--- config.mk ---
export PLATFORM = sky130hd
export DESIGN_NAME = uart_tx_frame
export DESIGN_NICKNAME = d
export VERILOG_FILES = /design/src/rtl/uart_tx_frame.sv
export SDC_FILE = /design/constraint.sdc
export NUM_CORES = 1
export LEC_CHECK = 0
export BUFFER_PORTS_ARGS = -buffer_cell sky130_fd_sc_hd__buf_2
export CORE_UTILIZATION = 30
export CTS_BUF_LIST = sky130_fd_sc_hd__clkbuf_8
export CTS_CLUSTER_DIAMETER = 60
export DETAILED_ROUTE_END_ITERATION = 8
export PLACE_DENSITY_LB_ADDON = 0.1
export SYNTH_ARGS = -nofsm -noshare
export SYNTH_HDL_FRONTEND = slang
export SYNTH_SLANG_ARGS = --single-unit
--- constraint.sdc ---
create_clock -name i_clock -period 4.2 [get_ports i_clock]
set_input_delay 0.42 -clock i_clock [delete_from_list [all_inputs] [get_ports i_clock]]
set_output_delay 0.42 -clock i_clock [all_outputs]
set_load 0.005 [all_outputs]
--- src/rtl/uart_tx_frame.sv ---
`default_nettype none
// ============================================================================
// Module  : uart_tx_frame
// Brief   : Parametrised UART transmitter, LSB-first, per-frame parity and
//           stop-bit selection, valid/ready input with one-word holding slot.
// Revision: 1.0 - initial release
// ============================================================================

module uart_tx_frame #(
  parameter int DATA_BITS  = 8,
  parameter int OVERSAMPLE = 16
) (
  input  logic                 i_clock,
  input  logic                 i_reset,
  input  logic                 i_tick,
  input  logic [DATA_BITS-1:0] i_data,
  input  logic                 i_valid,
  input  logic                 i_parity_en,
  input  logic                 i_parity_odd,
  input  logic                 i_two_stop,
  output logic                 o_ready,
  output logic                 o_busy,
  output logic                 o_done_bit,
  output logic                 o_tx_data
);

  localparam int c_CNT_W = $clog2(OVERSAMPLE);
  localparam int c_IDX_W = $clog2(DATA_BITS);
  localparam logic [c_CNT_W-1:0] c_CNT_LAST = c_CNT_W'(OVERSAMPLE - 1);
  localparam logic [c_IDX_W-1:0] c_IDX_LAST = c_IDX_W'(DATA_BITS - 1);

  localparam logic [2:0] c_ST_IDLE   = 3'd0;
  localparam logic [2:0] c_ST_START  = 3'd1;
  localparam logic [2:0] c_ST_DATA   = 3'd2;
  localparam logic [2:0] c_ST_PARITY = 3'd3;
  localparam logic [2:0] c_ST_STOP   = 3'd4;

  generate
    if (DATA_BITS < 5 || DATA_BITS > 9 || OVERSAMPLE < 2 || OVERSAMPLE > 256) begin : g_param_check
      $error("uart_tx_frame: DATA_BITS must be 5..9 and OVERSAMPLE 2..256");
    end
  endgenerate

  logic [2:0]           r_state;
  logic [c_CNT_W-1:0]   r_tick_cnt;
  logic [c_IDX_W-1:0]   r_bit_idx;
  logic                 r_stop_second;
  logic [DATA_BITS-1:0] r_shift;
  logic                 r_par_en;
  logic                 r_par_bit;
  logic                 r_two_stop;
  logic [DATA_BITS-1:0] r_hold_data;
  logic                 r_hold_par_en;
  logic                 r_hold_par_bit;
  logic                 r_hold_two_stop;
  logic                 r_hold_full;
  logic                 r_tx;

  logic [2:0]           w_state_nxt;
  logic [c_CNT_W-1:0]   w_tick_cnt_nxt;
  logic [c_IDX_W-1:0]   w_bit_idx_nxt;
  logic                 w_stop_second_nxt;
  logic [DATA_BITS-1:0] w_shift_nxt;
  logic                 w_par_en_nxt;
  logic                 w_par_bit_nxt;
  logic                 w_two_stop_nxt;
  logic [DATA_BITS-1:0] w_hold_data_nxt;
  logic                 w_hold_par_en_nxt;
  logic                 w_hold_par_bit_nxt;
  logic                 w_hold_two_stop_nxt;
  logic                 w_hold_full_nxt;
  logic                 w_tx_nxt;
  logic                 w_load_in;
  logic                 w_load_hold;

  logic w_accept;
  logic w_bit_end;
  logic w_frame_end;
  logic w_in_par_bit;

  assign o_ready    = (r_state == c_ST_IDLE) || !r_hold_full;
  assign o_busy     = (r_state != c_ST_IDLE);
  assign o_tx_data  = r_tx;
  assign o_done_bit = w_frame_end;

  assign w_accept     = i_valid && o_ready;
  assign w_bit_end    = i_tick && (r_tick_cnt == c_CNT_LAST);
  assign w_frame_end  = (r_state == c_ST_STOP) && w_bit_end && (!r_two_stop || r_stop_second);
  // Parity is resolved at acceptance so the frame needs no further config.
  assign w_in_par_bit = (^i_data) ^ i_parity_odd;

  always_comb begin
    w_state_nxt         = r_state;
    w_tick_cnt_nxt      = r_tick_cnt;
    w_bit_idx_nxt       = r_bit_idx;
    w_stop_second_nxt   = r_stop_second;
    w_shift_nxt         = r_shift;
    w_par_en_nxt        = r_par_en;
    w_par_bit_nxt       = r_par_bit;
    w_two_stop_nxt      = r_two_stop;
    w_hold_data_nxt     = r_hold_data;
    w_hold_par_en_nxt   = r_hold_par_en;
    w_hold_par_bit_nxt  = r_hold_par_bit;
    w_hold_two_stop_nxt = r_hold_two_stop;
    w_hold_full_nxt     = r_hold_full;
    w_load_in           = 1'b0;
    w_load_hold         = 1'b0;
    w_tx_nxt            = 1'b1;

    if (r_state != c_ST_IDLE && i_tick) begin
      w_tick_cnt_nxt = w_bit_end ? '0 : r_tick_cnt + c_CNT_W'(1);
    end

    case (r_state)
      c_ST_IDLE: begin
        if (w_accept) begin
          w_load_in = 1'b1;
        end
      end
      c_ST_START: begin
        if (w_bit_end) begin
          w_state_nxt   = c_ST_DATA;
          w_bit_idx_nxt = '0;
        end
      end
      c_ST_DATA: begin
        if (w_bit_end) begin
          w_shift_nxt = {1'b0, r_shift[DATA_BITS-1:1]};
          if (r_bit_idx == c_IDX_LAST) begin
            w_state_nxt       = r_par_en ? c_ST_PARITY : c_ST_STOP;
            w_stop_second_nxt = 1'b0;
          end else begin
            w_bit_idx_nxt = r_bit_idx + c_IDX_W'(1);
          end
        end
      end
      c_ST_PARITY: begin
        if (w_bit_end) begin
          w_state_nxt       = c_ST_STOP;
          w_stop_second_nxt = 1'b0;
        end
      end
      c_ST_STOP: begin
        if (w_frame_end) begin
          // A word arriving on the closing edge goes straight out, like a held one.
          if (r_hold_full) begin
            w_load_hold = 1'b1;
          end else if (w_accept) begin
            w_load_in = 1'b1;
          end else begin
            w_state_nxt = c_ST_IDLE;
          end
        end else if (w_bit_end) begin
          w_stop_second_nxt = 1'b1;
        end
      end
      default: begin
        w_state_nxt = c_ST_IDLE;
      end
    endcase

    if (w_accept && !w_load_in) begin
      w_hold_data_nxt     = i_data;
      w_hold_par_en_nxt   = i_parity_en;
      w_hold_par_bit_nxt  = w_in_par_bit;
      w_hold_two_stop_nxt = i_two_stop;
      w_hold_full_nxt     = 1'b1;
    end

    if (w_load_in) begin
      w_shift_nxt       = i_data;
      w_par_en_nxt      = i_parity_en;
      w_par_bit_nxt     = w_in_par_bit;
      w_two_stop_nxt    = i_two_stop;
      w_state_nxt       = c_ST_START;
      w_tick_cnt_nxt    = '0;
      w_bit_idx_nxt     = '0;
      w_stop_second_nxt = 1'b0;
    end

    if (w_load_hold) begin
      w_shift_nxt       = r_hold_data;
      w_par_en_nxt      = r_hold_par_en;
      w_par_bit_nxt     = r_hold_par_bit;
      w_two_stop_nxt    = r_hold_two_stop;
      w_hold_full_nxt   = 1'b0;
      w_state_nxt       = c_ST_START;
      w_tick_cnt_nxt    = '0;
      w_bit_idx_nxt     = '0;
      w_stop_second_nxt = 1'b0;
    end

    // The line is registered from the next state so it moves with the state.
    case (w_state_nxt)
      c_ST_START:  w_tx_nxt = 1'b0;
      c_ST_DATA:   w_tx_nxt = w_shift_nxt[0];
      c_ST_PARITY: w_tx_nxt = w_par_bit_nxt;
      default:     w_tx_nxt = 1'b1;
    endcase
  end

  always_ff @(posedge i_clock or negedge i_reset) begin
    if (!i_reset) begin
      r_state         <= c_ST_IDLE;
      r_tick_cnt      <= '0;
      r_bit_idx       <= '0;
      r_stop_second   <= 1'b0;
      r_shift         <= '0;
      r_par_en        <= 1'b0;
      r_par_bit       <= 1'b0;
      r_two_stop      <= 1'b0;
      r_hold_data     <= '0;
      r_hold_par_en   <= 1'b0;
      r_hold_par_bit  <= 1'b0;
      r_hold_two_stop <= 1'b0;
      r_hold_full     <= 1'b0;
      r_tx            <= 1'b1;
    end else begin
      r_state         <= w_state_nxt;
      r_tick_cnt      <= w_tick_cnt_nxt;
      r_bit_idx       <= w_bit_idx_nxt;
      r_stop_second   <= w_stop_second_nxt;
      r_shift         <= w_shift_nxt;
      r_par_en        <= w_par_en_nxt;
      r_par_bit       <= w_par_bit_nxt;
      r_two_stop      <= w_two_stop_nxt;
      r_hold_data     <= w_hold_data_nxt;
      r_hold_par_en   <= w_hold_par_en_nxt;
      r_hold_par_bit  <= w_hold_par_bit_nxt;
      r_hold_two_stop <= w_hold_two_stop_nxt;
      r_hold_full     <= w_hold_full_nxt;
      r_tx            <= w_tx_nxt;
    end
  end

endmodule

`default_nettype wire

; Word level (Yosys, flattened, before mapping)
; Cells that the tools add are included.
[classes]
n_addsub = 2
n_eq_ne = 16
mux = 49
n_bitwise = 1
reduce_logical = 24
[op_table]
columns = op, n
row1 = two-way mux 3 bit, 15
row2 = two-way mux 8 bit, 4
row3 = "!= test 4 bit, second input constant", 7
row4 = two-way mux 1 bit, 21
row5 = two-way mux 4 bit, 4
row6 = case mux 3 bit (5 select lines), 1
row7 = "equality test 3 x 2 -> 1 bit, second input constant", 4
row8 = nonzero test 3 bit, 4
row9 = parity 8 bit, 1
row10 = "equality test 3 x 1 -> 1 bit, second input constant", 2
row11 = "equality test 3 bit, second input constant", 2
row12 = logical AND 1 bit, 6
row13 = case mux 1 bit (3 select lines), 2
row14 = case mux 3 bit (2 select lines), 1
row15 = AND reduction 6 bit, 1
row16 = nonzero test 5 bit, 1
row17 = "adder 4 x 1 -> 4 bit, second input constant", 1
row18 = "equality test 4 bit, second input constant", 1
row19 = AND reduction 4 bit, 1
row20 = nonzero test 2 bit, 2
row21 = nonzero test 4 bit, 1
row22 = "adder 3 x 1 -> 3 bit, second input constant", 1
row23 = logical NOT 1 bit, 3
row24 = logical NOT 3 bit, 1
row25 = other kinds (4), 5
[word_totals]
reg_bits = 35
input_bits = 15
output_inout_bits = 4
word_cells = 107

; Longest topological paths before layout
; Gate-level depths: netlist of run 1.
[depth]
ltp_word = 11
depth_mapped = 8
ltp_nobuf = 7

; Worst setup path before layout of run 1
; No wires, ideal clock.
[synth_path]
path_type = register to register
start = register r_tick_cnt[0]
end = register r_hold_data[3]
setup_time_ns = 0.125
arrival_ns = 1.808
t_required_ns = 4.075
path_slack_ns = 2.267
stages_incl_launch_ff = 7
n_path_buf = 1
synth_period_minus_slack_ns = 1.933
path_cell_list = dfrtp_1 -> ha_1 -> nand4_2 -> o31ai_1 -> a221o_2 -> buf_6 -> mux2_4
[synth_between]
elab_chain_cells = 8
[synth_rtl]
columns = element, line_no
row1 = "start, declared", 45  ; logic [c_CNT_W-1:0] r_tick_cnt;
row2 = "start signal, assigned", 220  ; r_tick_cnt <= w_tick_cnt_nxt;
row3 = equality test 4 bit, 87  ; assign w_bit_end = i_tick && (r_tick_cnt == c_CNT_LAST);
row4 = logical AND 1 bit, 87
row5 = logical AND 1 bit (2 in series), 88  ; assign w_frame_end = (r_state == c_ST_STOP) && w_bit_end && (!r_two_stop || r_stop_second);
row6 = two-way mux 1 bit, 144  ; if (w_frame_end) begin
row7 = case mux 1 bit (2 select lines), 114  ; case (r_state)
row8 = logical NOT 1 bit, 162  ; if (w_accept && !w_load_in) begin
row9 = logical AND 1 bit, 162
row10 = "end signal, assigned", 227  ; r_hold_data <= w_hold_data_nxt;
row11 = "end, declared", 52  ; logic [DATA_BITS-1:0] r_hold_data;
; No other way between the ends.
; A chain may end at the register's enable or synchronous reset.

; Worst setup path in the final report of run 1
[layout_path]
start = register r_tick_cnt[0]
end = register r_hold_data[2]
; Same word-level chain as after synthesis.

==> reports/qor.txt, run 1 <==
PwrDens: 588 nW/um^2
asr flop ratio synth: 1.00
row count: 28
outcome: complete, no violations
startpoint types: flop
die span in y: 81.0 um
total track usage: 0.150
Worst-path clk slew: 70 ps
clock buffer depth: 2
Iter 0 DRT Violations: 93
Yosys Warn Count: 0
Num CTS Buffers: 5
port buffer count: 18
CORE AREA: 5960 um^2
setup ws final: 1810 ps
layout cells sized above 1: 0.204
drt pass-1 iters: 4
CTS tree: built
die area: 6560 um^2
RSZ-0062 raised after global routing: no
Critical Path Sink Type: flop
H-tree levels: 2
area grow syn2layout: 12.0%
die width: 81.0 um
Syn Inst Count: 180
fin crit share: 0.569
mapped cell area: 1870 um^2
global route overflow: 0
antenna violations before repair: 0
postcts setup bufs: 0
Hold Buf Count CTS: 0
syn_nets: 198
DRC violations left: 0
min Tclk post-route: 2390 ps
via count: 1,447
DP HPWL: 2990 um
Setup TNS: 0 ps
peak supply drop: 0.324 mV
Leak: 0.929 nW
# IOs: 19
worst setup path category: flop to flop
post-place setup slack: 1820 ps
Yosys cell types: 48
Max-Cap Viols: 0
sequential element share of the synthesized area: 0.469
CTS resizes: 0
clock skew: 3.93 ps
DRT antenna net count: 0
Post-synth EDFFs: 0
Critical Path RT: 4370 ps
setup violators final: 0
Layout Nets: 213
clock sink count: 35
Root Driver: clkbuf_8
crit-path max FO: 13
largest net degree at the start of global routing: 36
RD Place Congestion: 0.760
worst skew pair latency: 280 ps
Slew @ Worst Pin: 938 ps
first-pass GRT wire length: 7300 um
final hold violation count: 0
routed vias/inst: 5.34
ys flop type: dfrtp_1
average size of a mapped cell: 10.4 um^2
Starting Density: 0.314
final wirelength: 4210 um
vias in the first global route: 1,508
Rel. slew slack: 0.373
f_max: 0.418 GHz
Yosys reg bits: 35
Crit path arrival time: 2560 ps
most frequent cells in the layout: 34 x dfrtp_1, 19 x nor2_1, 18 x buf_2
post-DR wirelength/cell: 15.5 um
Final Max Slew Viols: 0
Tightest Hold Check Type: primary input to async pin
antenna cells: 0
most common cell after layout, fill and taps aside: dfrtp_1
==> routing by layer <==
| layer | vias up | share of wire | track usage | routed length (um) |
|---|---|---|---|---|
| li1 | 690 | - | - | - |
| met1 | 717 | 0.45 | 0.187 | 1890 |
| met2 | 34 | 0.49 | 0.245 | 2080 |
| met3 | 6 | 0.040 | 0.0337 | 168 |
| met4 | 0 | 0.017 | 0.0714 | 70 |
| met5 | - | 0 | 0 | 0 |
==> cell type report <==
class	count	area, um^2
Clock buffer	7	96.3
Clock inverter	1	3.75
Fill cell	615	3860
Inverter	7	26.3
Multi-Input combinational cell	128	910
Sequential cell	35	877
Tap cell	75	93.8
Timing Repair Buffer	18	90.1
==> through the flow <==
step | util | std cells | power [W] | cell area (um^2) | hold WS, ps
2_1_floorplan | - | 180 | 0.000875 | 1870 | 124
3_3_place_gp | 0.335 | 263 | 0.000963 | 2000 | 464
3_5_place_dp | 0.335 | 263 | 0.000979 | 2000 | 491
4_1_cts | 0.352 | 271 | 0.00125 | 2100 | 241
5_1_grt | 0.352 | 271 | 0.00133 | 2100 | 274
6_report | 0.352 | 271 | 0.00123 | 2100 | 213
==> Yosys cell counts, types with 3 or more instances <==
master,count,area [um^2]
nor3_1,4,20.0
dfrtp_1,34,851
nor3b_1,4,30.0
nor2_1,19,71.3
and3_1,3,18.8
o21ai_0,8,40.0
mux2_4,7,105
a222oi_1,6,60.1
a21o_1,3,22.5
nand2b_1,3,18.8
nand3_1,6,30.0
buf_2,3,15.0
xor2_1,3,26.3
inv_1,7,26.3
ha_1,3,37.5
mux2_2,4,45.0
nand2_1,8,30.0
a21oi_1,12,60.1
xnor2_1,4,35.0
==> path summary, 6_finish.rpt <==
check	start	end	slack, ps	cells past startpoint
worst max-delay path	r_tick_cnt[0]	r_hold_data[2]	1810	5
worst min-delay path	i_reset	r_tick_cnt[3]	210	1
worst max register to register	r_tick_cnt[0]	r_hold_data[2]	1810	5
worst min register to register	r_hold_par_bit	r_hold_par_bit	500	2
max in group asynchronous	i_reset	r_hold_data[0]	3490	1
min in group i_clock	i_parity_en	r_hold_par_en	380	2
==> sequential cells by signal, summed over array words and instances, names as in the netlist <==
register	cells
r_par_bit	1
r_tick_cnt	4
r_par_en	1
r_bit_idx	3
r_two_stop	1
r_hold_two_stop	1
r_hold_data	8
r_shift	8
r_hold_par_bit	1
o_tx_data	1
r_hold_par_en	1
r_state	3
r_stop_second	1
r_hold_full	1
==> worst max-delay path, stage by stage (launching register included) <==
cell and delay, ps:
dfrtp_1 390, ha_1 220, nand4_2 210, o31ai_1 540, a221o_2 510, mux2_2 380
==> where the power goes <==
| group | internal, W | switching, W | total (W) |
|---|---|---|---|
| Sequential | 0.000471 | 0.000106 | 0.000578 |
| Combinational | 0.000205 | 0.000185 | 0.000391 |
| Clock | 0.000147 | 0.000118 | 0.000265 |
==> cell families (layout without fill, tap and decap cells) <==
| family | Yosys count | count (layout) | synth area share |
|---|---|---|---|
| fa+ha+maj | 3 | 3 | 0.0201 |
| xor+xnor | 8 | 8 | 0.0448 |
| simple gates | 58 | 58 | 0.162 |
| flops | 35 | 35 | 0.469 |
| buf+inv | 17 | 33 | 0.0455 |
| mux | 11 | 11 | 0.0802 |
| compound gates | 48 | 48 | 0.179 |
Power figures use the tool's default switching activity.
==> run 2: changes to the inputs <==
==> constraint.sdc (replaced) <==
create_clock -name i_clock -period 2.4 [get_ports i_clock]
set_input_delay 0.24 -clock i_clock [delete_from_list [all_inputs] [get_ports i_clock]]
set_output_delay 0.24 -clock i_clock [all_outputs]
set_load 0.005 [all_outputs]
==> run 2 against run 1 <==
Net effect: cell area is 2.3% higher; combinational power is 85% higher; final cell count is 1.8% higher.
==> reports/qor.txt, run 2 (synthesis gave the netlist of run 1 again) <==
die area: 6560 um^2 (unchanged)
routed vias/inst: 5.38 (+0.77%)
total track usage: 0.149 (-0.000609)
Iter 0 DRT Violations: 159 (+71%)
RSZ-0062 raised after global routing: no
Tightest Hold Check Type: primary input to async pin
PwrDens: 1040 nW/um^2 (+77%)
first-pass GRT wire length: 7230 um (-0.95%)
crit-path max FO: 8 (-5)
global route overflow: 0 (unchanged)
most frequent cells in the layout: 34 x dfrtp_1, 19 x nor2_1, 18 x buf_2
crit-path max cell delay: 430 ps (-110 ps)
min Tclk post-route: 2180 ps (-209 ps)
startpoint types: flop
Layout Nets: 219 (+2.8%)
Starting Density: 0.314 (unchanged)
DRT antenna net count: 0 (unchanged)
Hold Buf Count CTS: 0 (unchanged)
Cell Area, Placed: 2040 um^2 (+2.3%)
RD Place Congestion: 0.726 (-4.4%)
cell family with most CP delay: simple AND/OR/NAND/NOR gates
layout cells sized above 1: 0.224 (+0.0198)
CTS resizes: 0 (unchanged)
post-DR wirelength/cell: 15.8 um (+1.5%)
Num CTS Buffers: 5 (unchanged)
Fillers: 601 (-2.3%)
# IOs: 19 (unchanged)
Max-Cap Viols: 0 (unchanged)
Rel. slew slack: 0.408 (+0.0344)
slowest stage cell, crit path: or2_0
final hold violation count: 0 (unchanged)
Setup TNS: 0 ps (unchanged)
outcome: complete, no violations
fin crit share: 0.909 (+0.340)
worst setup path category: flop to flop
Leak: 0.959 nW (+3.2%)
largest net degree at the start of global routing: 36 (unchanged)
via count: 1,485 (+2.6%)
Slew @ Worst Pin: 887 ps (-51.4 ps)
peak supply drop: 0.481 mV (+49%)
post-place setup slack: 215 ps (-1600 ps)
final wirelength: 4350 um (+3.4%)
f_max: 0.459 GHz (+9.6%)
die width: 81.0 um (unchanged)
Critical Path RT: 2570 ps (-1800 ps)
Final Max Slew Viols: 0 (unchanged)
row count: 28 (unchanged)
fin area: 2140 um^2 (+2.3%)
setup ws final: 219 ps (-1590 ps)
H-tree levels: 2 (unchanged)
vias in the first global route: 1,488 (-1.3%)
CORE AREA: 5960 um^2 (unchanged)
clock buffer depth: 2 (unchanged)
drt pass-1 iters: 4 (unchanged)
CP Cell Sequence: ha_1 > and4_1 > a21boi_2 > or2_0 > a21boi_1 > mux2_2
most common cell after layout, fill and taps aside: dfrtp_1
worst skew pair latency: 280 ps (about the same)
antenna violations before repair: 0 (unchanged)
postcts setup bufs: 0 (unchanged)
CTS tree: built
DRC violations left: 0 (unchanged)
antenna cells: 0 (unchanged)
Critical Path Sink Type: flop
area grow syn2layout: 14.6%
Worst Path Buf+Inv: 0 (unchanged)
die span in y: 81.0 um (unchanged)
Root Driver: clkbuf_8
Largest regs: r_hold_data (8), r_shift (8), r_tick_cnt (4)
clock skew: 4.23 ps (+0.302 ps)
DP HPWL: 3100 um (+3.6%)
Crit path arrival time: 2350 ps (-210 ps)
clock sink count: 35 (unchanged)
Worst-path clk slew: 70 ps (about the same)
setup violators final: 0 (unchanged)
port buffer count: 18 (unchanged)
## run 2: stage by stage
stage          total power [W]  std cells   util  hold WS (ps)
5_1_grt                0.00239        276  0.360           103
2_1_floorplan          0.00153        180      -         -55.6
3_3_place_gp           0.00171        269  0.343           364
3_5_place_dp           0.00173        269  0.343           380
6_report               0.00223        276  0.360          49.6
4_1_cts                0.00225        276  0.360          77.8
## run 2: metal layers
layer | share of wire | vias to the layer above | GRT usage | wire length (um)
met1 | 0.47 | 748 | 0.190 | 2030
li1 | - | 700 | - | -
met5 | 0 | - | 0 | 0
met3 | 0.044 | 4 | 0.0371 | 192
met2 | 0.48 | 33 | 0.245 | 2090
met4 | 0.0087 | 0 | 0.0500 | 38
## run 2: power breakdown
part / switching (W) / internal, W / total [W]
Clock: 0.000205 / 0.000300 / 0.000505
Combinational: 0.000348 / 0.000376 / 0.000724
Sequential: 0.000176 / 0.000824 / 0.00100
Total: 0.000729 / 0.00150 / 0.00223
## run 2: layout make-up
cell class	count	area, um^2	share of cell area
well taps	75	93.8	0.0438
clock buffers	5	68.8	0.0321
repair buffers	24	135	0.0630
multi-input cells	128	910	0.424
flip-flops and latches	35	877	0.409
clock inverters	2	33.8	0.0158
inverters	7	26.3	0.0123
## run 2: path summary, 6_finish.rpt
kind                                 from             end  slack, ps  cells after the start
max                         r_tick_cnt[0]    r_bit_idx[0]        220                      6
min                               i_reset   r_hold_par_en         50                      1
max reg2reg                 r_tick_cnt[0]    r_bit_idx[0]        220                      6
min reg2reg                r_hold_par_bit  r_hold_par_bit        500                      2
max in group asynchronous         i_reset      r_shift[4]       1850                      1
min in group i_clock          i_parity_en   r_hold_par_en        210                      2
## run 2: worst register-to-register path: stages (launching register included)
cell,delay [ps]
dfrtp_1,410
ha_1,250
and4_1,240
a21boi_2,260
or2_0,430
a21boi_1,190
mux2_2,290
